===== config.mk =====
export PLATFORM = sky130hd
export DESIGN_NAME = rb_cmd_bridge
export DESIGN_NICKNAME = d
export VERILOG_FILES = /design/src/rtl/rb_bridge_pkg.sv /design/src/rtl/rb_cmd_bridge.sv
export SDC_FILE = /design/constraint.sdc
export NUM_CORES = 1
export LEC_CHECK = 0
export BUFFER_PORTS_ARGS = -buffer_cell sky130_fd_sc_hd__buf_4
export CAP_MARGIN = 10
export CORE_AREA = 3 3 50 85
export DETAILED_ROUTE_END_ITERATION = 7
export DIE_AREA = 0 0 53 88
export PLACE_DENSITY = 0.84
export SLEW_MARGIN = 5
export SYNTH_ARGS = -nofsm -noshare
export SYNTH_HDL_FRONTEND = slang
export SYNTH_SLANG_ARGS = --single-unit

===== constraint.sdc =====
create_clock -name clk -period 3.9 [get_ports clk]
set_input_delay 0.39 -clock clk [delete_from_list [all_inputs] [get_ports clk]]
set_output_delay 0.39 -clock clk [all_outputs]
set_load 0.005 [all_outputs]

===== src/rtl/rb_bridge_pkg.sv =====
// Shared definitions for the byte-stream to register-bus bridge.
package rb_bridge_pkg;

    // Command byte layout: bit 7 selects write (1) or read (0),
    // bits 6:0 hold the burst length minus one.
    localparam int CMD_W_BIT   = 7;
    localparam int CMD_LEN_MSB = 6;

    // Largest burst a single command can request.
    localparam int MAX_BURST   = 128;

    // Width of the remaining-bytes down-counter (holds N-1).
    localparam int CNT_BITS    = $clog2(MAX_BURST);

    // Bridge FSM states. IDLE must encode as zero so that reset and
    // the all-zero register image agree.
    typedef enum logic [2:0] {
        ST_IDLE    = 3'd0,
        ST_ADDR    = 3'd1,
        ST_WR_DATA = 3'd2,
        ST_WR_STB  = 3'd3,
        ST_RD_REQ  = 3'd4,
        ST_RD_WAIT = 3'd5,
        ST_RD_SEND = 3'd6
    } state_t;

    // True in the states that take bytes from the host link.
    function automatic logic state_accepts_rx(input state_t s);
        return (s == ST_IDLE) || (s == ST_ADDR) || (s == ST_WR_DATA);
    endfunction

    // True in the states that drive the register access strobe.
    function automatic logic state_drives_reg_en(input state_t s);
        return (s == ST_WR_STB) || (s == ST_RD_REQ);
    endfunction

endpackage


===== src/rtl/rb_cmd_bridge.sv =====
// Byte-stream command bridge: decodes CMD/ADDR/data frames from the host
// link into register-bus reads and writes, and streams read data back.
// Every output is a flop; output next-values are derived from the next
// state so each output lines up exactly with the state it belongs to.
module rb_cmd_bridge
    import rb_bridge_pkg::*;
#(
    parameter int ADR_BITS = 8
) (
    input  logic                clk,
    input  logic                resetb,
    input  logic [7:0]          rx_data,
    input  logic                rx_valid,
    output logic                rx_ready,
    output logic [7:0]          tx_data,
    output logic                tx_valid,
    input  logic                tx_ready,
    input  logic                frame_abort,
    output logic [ADR_BITS-1:0] rb_address,
    output logic [7:0]          rb_data_write,
    input  logic [7:0]          rb_data_read,
    output logic                rb_reg_en,
    output logic                rb_write_en,
    output logic                busy
);

    state_t                state_q,         state_d;
    logic                  is_write_q,      is_write_d;
    logic [CNT_BITS-1:0]   count_q,         count_d;
    logic [ADR_BITS-1:0]   rb_address_q,    rb_address_d;
    logic [7:0]            rb_data_write_q, rb_data_write_d;
    logic [7:0]            tx_data_q,       tx_data_d;
    logic                  tx_valid_q,      tx_valid_d;
    logic                  rx_ready_q,      rx_ready_d;
    logic                  rb_reg_en_q,     rb_reg_en_d;
    logic                  rb_write_en_q,   rb_write_en_d;
    logic                  busy_q,          busy_d;

    logic                  rx_fire;
    logic                  tx_fire;
    logic                  last_byte;

    // Handshakes use the registered ready/valid that the peers actually see.
    assign rx_fire   = rx_valid & rx_ready_q;
    assign tx_fire   = tx_valid_q & tx_ready;
    assign last_byte = (count_q == '0);

    // Next-state, datapath and registered-output next values.
    always_comb begin
        state_d         = state_q;
        is_write_d      = is_write_q;
        count_d         = count_q;
        rb_address_d    = rb_address_q;
        rb_data_write_d = rb_data_write_q;
        tx_data_d       = tx_data_q;

        case (state_q)
            ST_IDLE: begin
                if (rx_fire) begin
                    is_write_d = rx_data[CMD_W_BIT];
                    count_d    = rx_data[CMD_LEN_MSB:0];
                    state_d    = ST_ADDR;
                end
            end

            ST_ADDR: begin
                if (rx_fire) begin
                    rb_address_d = ADR_BITS'(rx_data);
                    state_d      = is_write_q ? ST_WR_DATA : ST_RD_REQ;
                end
            end

            ST_WR_DATA: begin
                if (rx_fire) begin
                    rb_data_write_d = rx_data;
                    state_d         = ST_WR_STB;
                end
            end

            // The strobe is on the bus this cycle; advance to the next byte.
            ST_WR_STB: begin
                rb_address_d = rb_address_q + ADR_BITS'(1);
                count_d      = count_q - CNT_BITS'(1);
                state_d      = last_byte ? ST_IDLE : ST_WR_DATA;
            end

            // Bank samples the address at the end of this cycle.
            ST_RD_REQ: begin
                state_d = ST_RD_WAIT;
            end

            // Bank read data is valid now; capture it for the tx side.
            ST_RD_WAIT: begin
                tx_data_d = rb_data_read;
                state_d   = ST_RD_SEND;
            end

            // Hold the byte until the consumer takes it; only then issue
            // the next read so no second read is ever outstanding.
            ST_RD_SEND: begin
                if (tx_fire) begin
                    rb_address_d = rb_address_q + ADR_BITS'(1);
                    count_d      = count_q - CNT_BITS'(1);
                    state_d      = last_byte ? ST_IDLE : ST_RD_REQ;
                end
            end

            default: begin
                state_d = ST_IDLE;
            end
        endcase

        // Abort overrides every transition: anything latched this cycle is
        // discarded. A write strobe already on the bus is not recalled.
        if (frame_abort) begin
            state_d         = ST_IDLE;
            is_write_d      = is_write_q;
            count_d         = count_q;
            rb_address_d    = rb_address_q;
            rb_data_write_d = rb_data_write_q;
            tx_data_d       = tx_data_q;
        end

        rx_ready_d    = state_accepts_rx(state_d);
        rb_reg_en_d   = state_drives_reg_en(state_d);
        rb_write_en_d = (state_d == ST_WR_STB);
        tx_valid_d    = (state_d == ST_RD_SEND);
        busy_d        = (state_d != ST_IDLE);
    end

    // State, datapath and output registers with synchronous active-low reset.
    always_ff @(posedge clk) begin
        if (!resetb) begin
            state_q         <= ST_IDLE;
            is_write_q      <= 1'b0;
            count_q         <= '0;
            rb_address_q    <= '0;
            rb_data_write_q <= '0;
            tx_data_q       <= '0;
            tx_valid_q      <= 1'b0;
            rx_ready_q      <= 1'b0;
            rb_reg_en_q     <= 1'b0;
            rb_write_en_q   <= 1'b0;
            busy_q          <= 1'b0;
        end else begin
            state_q         <= state_d;
            is_write_q      <= is_write_d;
            count_q         <= count_d;
            rb_address_q    <= rb_address_d;
            rb_data_write_q <= rb_data_write_d;
            tx_data_q       <= tx_data_d;
            tx_valid_q      <= tx_valid_d;
            rx_ready_q      <= rx_ready_d;
            rb_reg_en_q     <= rb_reg_en_d;
            rb_write_en_q   <= rb_write_en_d;
            busy_q          <= busy_d;
        end
    end

    assign rx_ready      = rx_ready_q;
    assign tx_data       = tx_data_q;
    assign tx_valid      = tx_valid_q;
    assign rb_address    = rb_address_q;
    assign rb_data_write = rb_data_write_q;
    assign rb_reg_en     = rb_reg_en_q;
    assign rb_write_en   = rb_write_en_q;
    assign busy          = busy_q;

endmodule

### Word-level counts from Yosys, hierarchy flattened

Index checks and enable logic that the tools add are counted.

* flip-flop bits (word level): 40
* input bits: 21
* output and inout port bits: 29
* logic and storage cells: 59

* $add $sub $neg: 2
* eq/ne operators: 14
* muxes and demuxes: 15
* bitwise gates (word level): 3
* reductions and logical operators: 14

Operators with widths (number)
* $pmux W8 S3: 1
* $mux W3: 7
* $pmux W3 S7: 1
* $pmux W7 S3: 1
* $mux W8: 2
* $eq A3 B3 Y1 const B: 5
* $mux W7: 2
* $eq A3 B2 Y1 const B: 4
* $reduce_bool A3 Y1: 3
* $add A8 B1 Y8 const B: 1
* $reduce_and A4 Y1: 2
* $logic_not A7 Y1: 1
* $sub A7 B1 Y7 const B: 1
* $eq A3 B1 Y1 const B: 2
* $logic_not A3 Y1: 2
* $ne A2 B2 Y1 const B: 3
* $reduce_and A3 Y1: 2
* $logic_or A1 B1 Y1: 3
* $and A1 B1 Y1: 2
* $mux W2: 1
* $reduce_and A2 Y1: 1
* $not A1 Y1: 1

### Logic depth before layout (Yosys ltp)

* depth after elaboration: 8
* mapped depth: 8
* mapped depth without buffers: 6

### Worst setup path after synthesis

OpenSTA, ideal clock, no wires.

* path kind: reg-to-reg
* start point: register state_q[2]
* end point: register rb_address_q[0], in the netlist rb_address[0]
* library setup time: 115 ps
* arrival: 1556 ps
* data required time: 3785 ps
* slack: 2229 ps
* cell stages (with the launch flop): 7
* path buffers: 1
* clock period less this slack: 1671 ps
* cell sequence: dfxtp_1 buf_6 nand2_4 or3_4 a21oi_4 mux2_2 o21a_1

* longest elaborated chain between the ends: 3
* elaborated cells between the ends (all ways): 8

RTL lines
* from (decl): line rb_cmd_bridge.sv:27 `state_t state_q, state_d;`
* from (signal assigned): line rb_cmd_bridge.sv:146 `state_q <= state_d;`
* $eq A3 B1 Y1, or another cell as far along: line rb_cmd_bridge.sv:57 `case (state_q)`
* $ne A2 B2 Y1 (no line) or $reduce_bool A3 Y1 (tied branches)
* $reduce_and A4 Y1 (no line)
* to (signal assigned): line rb_cmd_bridge.sv:149 `rb_address_q <= rb_address_d;`
* to (decl): line rb_cmd_bridge.sv:30 `logic [ADR_BITS-1:0] rb_address_q, rb_address_d;`

Parallel ways exist; a longest one is shown, timed or not.
A chain may end at the register's enable or synchronous reset.

### Worst setup path in the final report

* start point: register state_q[0]
* end point: register count_q[4]

* longest elaborated chain between the ends: 3
* elaborated cells between the ends (all ways): 8

RTL lines
* $eq A3 B3 Y1, or another cell as far along: line rb_cmd_bridge.sv:57
* $ne A2 B2 Y1 (no line) or $reduce_bool A3 Y1 (tied branches)
* $reduce_and A4 Y1 (no line)
* to (signal assigned): line rb_cmd_bridge.sv:148 `count_q <= count_d;`
* to (decl): line rb_cmd_bridge.sv:29 `logic [CNT_BITS-1:0] count_q, count_d;`

Parallel ways exist; a longest one is shown, timed or not.

==> flow_summary.yaml <==
detailed_routing:
  route.detailed.drc: 0
  top_layer_used: "met4"
  wirelength_um: 5070
  wl_met1_um: 1950
  drt_iter0_drc: 71
  wl_met3_um: 236
  dr.pass1.iters: 5
  route.vias.total: 1917
  ant_nets: 0
  wl_met2_um: 2760
  via_per_inst: 5.71
  wl_per_cell_um: 15.1
grt:
  grt_max_degree: 25
  track_usage: 0.241
  grt_pass1_vias: 1855
  antenna_found_initial: 0
  grt.overflow.total: 0
  grt_pass1_wl_um: 8320
finish:
  n_antenna_cell: 0
  syn2layout_area_growth_pct: 21.5
  layout_common_cells: "nand2_1, buf_4, dfxtp_1"
  fillers: 303
  drive_above_1_share: 0.252
  fin_nets: 313
  layout_commonest_cell: "nand2_1"
sta:
  period_share: 0.571
  layout_min_cycle_time_ps: 2230
  finalSetupTns_ps: 0
  slew_violations: 0
  slew_headroom: 0.486
  fmax_mhz: 449
  setup-violations-final: 0
  worst_pin_slew_ps: 770
  hold_viol_final: 0
  skew_ps: 4.47
  rsz0062_at_grt: "false"
critical_path:
  cp-end-kind: "flip-flop"
  path_cells: "xor2_1 > nand2_1 > or3_2 > a21oi_1 > o2bb2ai_1"
  start_kind: "flip-flop"
  crit_required_ps: 4120
  regToRegSetupSlack_ps: 1670
  crit_path_start: "state_q[0]"
  cpMaxStageDelayCell: "dfxtp_1"
  r2r_start: "state_q[0]"
  max_stage_delay_ps: 660
  cp_top_family: "simple AND/OR/NAND/NOR gates"
  crit_arrival_ps: 2450
  critical_path_class: "reg2reg"
  critical_path_buf_inv_count: 0
  crit_fanout: 20
clock_network:
  cts_buffers: 5
  cts_resized: 0
  cts.clk_slew.worst_paths_ps: 80
  cts-root-buf: "clkbuf_8"
  numClockSinks: 40
  clock_path_buffers: 2
  h-tree-depth: 2
  cts_tree: "done"
  postCtsSetupBuffers: 0
  clk_latency_ps: 290
  holdBufCountCts: 0
min_path:
  worstHoldPathType: "in2reg"
  hp-start: "rb_data_read[3]"
die:
  ios: 50
  rows: 29
  core_area_um2: 3660
  die_w_um: 53
  start_util: 0.553
  die_y_um: 88
  die_area_um2: 4660
place:
  numPortBuffers: 49
  place.gp.congestion: 0.936
  hpwl_um: 3650
power:
  power-per-cell-area_nw_per_um2: 336
  vdd_drop_max_v: 0.000399
  power.total_mw: 0.827
  p_leak_nw: 1.03
logic_synthesis:
  ys_types: 48
  async_flop_share: 0
  synth_flop_cell: "dfxtp_1"
  yosysSeqAreaShare: 0.395
  synth_edf_count: 0
  synthCells: 247
  yosysWarnings: 0
  synthTopCellsByArea: "dfxtp_1, nand2_1, a21oi_1"
  netlist_area_um2: 2030
  synth_nets: 271
  yosysTopAreaCellShare: 0.395
  yosysTopAreaCell: "dfxtp_1"
  synth_area_per_cell_um2: 8.21
  ys_ff_latch: 40
flow_run:
  cap_violations: 0
outcome:
  outcome: "complete, no violations"
-- synthesized netlist by cell type (all sizes together) (3+ instances only) --
cell type and count:
nor2 24, inv 7, nor3 4, o21ai 5, a21oi 28, o2bb2ai 3
nor4 3, o31a 4, buf 9, ha 3, nand2 51, o31ai 3
or3 4, clkbuf 5, mux2i 11, a21o 3, o21a 6, nand3 10
dfxtp 40, a31oi 3
-- worst paths after layout --
path,to,depth (start not counted)
max,count_q[4],5
min,tx_data[3],3
max reg2reg,count_q[4],5
min reg2reg,rb_data_write[5],2
-- routing by layer --
metal	global-route usage	up-vias
li1	-	941
met1	0.273	905
met2	0.419	59
met3	0.0460	12
met4	0.116	0
met5	0	-
-- report_power, final --
group,switching (mW),total [mW],internal [mW]
Clock,0.151,0.340,0.189
Combinational,0.0381,0.0685,0.0305
Sequential,0.00552,0.418,0.413
-- tightest hold or removal path: cells and delay by family --
kind / cells / cell delay, ps
buffers and inverters: 1 / 80
muxes: 1 / 50
and+or+nand+nor: 1 / 70
-- stage by stage --
step                       util  hold WS (ps)  area, um2  worst slack (ps)  instances
final                     0.672           329       2460              1670        336
after global routing      0.672           337       2460              1560        336
after CTS                 0.672           329       2460              1710        336
after detailed placement  0.642           450       2350              1750        328
after global placement    0.642           441       2350              1840        328
after floorplan               -           448       2030              2230        247
-- cell type report --
class | instances | area [um2] | area share
flip-flops and latches | 40 | 801 | 0.325
repair buffers | 49 | 368 | 0.149
clock inverters | 3 | 42.5 | 0.0173
well taps | 46 | 57.6 | 0.0234
clock buffers | 5 | 68.8 | 0.0279
inverters | 7 | 26.3 | 0.0107
multi-input cells | 186 | 1100 | 0.446
-- sequential cells by signal, summed over array words and instances (netlist names) --
signal         flops
rb_reg_en          1
state_q            3
tx_data            8
busy               1
rb_data_write      8
tx_valid           1
rx_ready           1
rb_address         8
count_q            7
rb_write_en        1
is_write_q         1
-- cell families (layout without fill, tap and decap cells) --
logic type	Yosys count	count (layout)	share of synthesized area
multiplexers	12	12	0.0599
AO/OA/AOI/OAI	64	64	0.215
AND/OR/NAND/NOR	106	106	0.244
adder cells (fa/ha/maj)	3	3	0.0185
flip-flops	40	40	0.395
XOR/XNOR	1	1	0.00432
buffers and inverters	21	64	0.0623
Power figures use the tool's default switching activity.
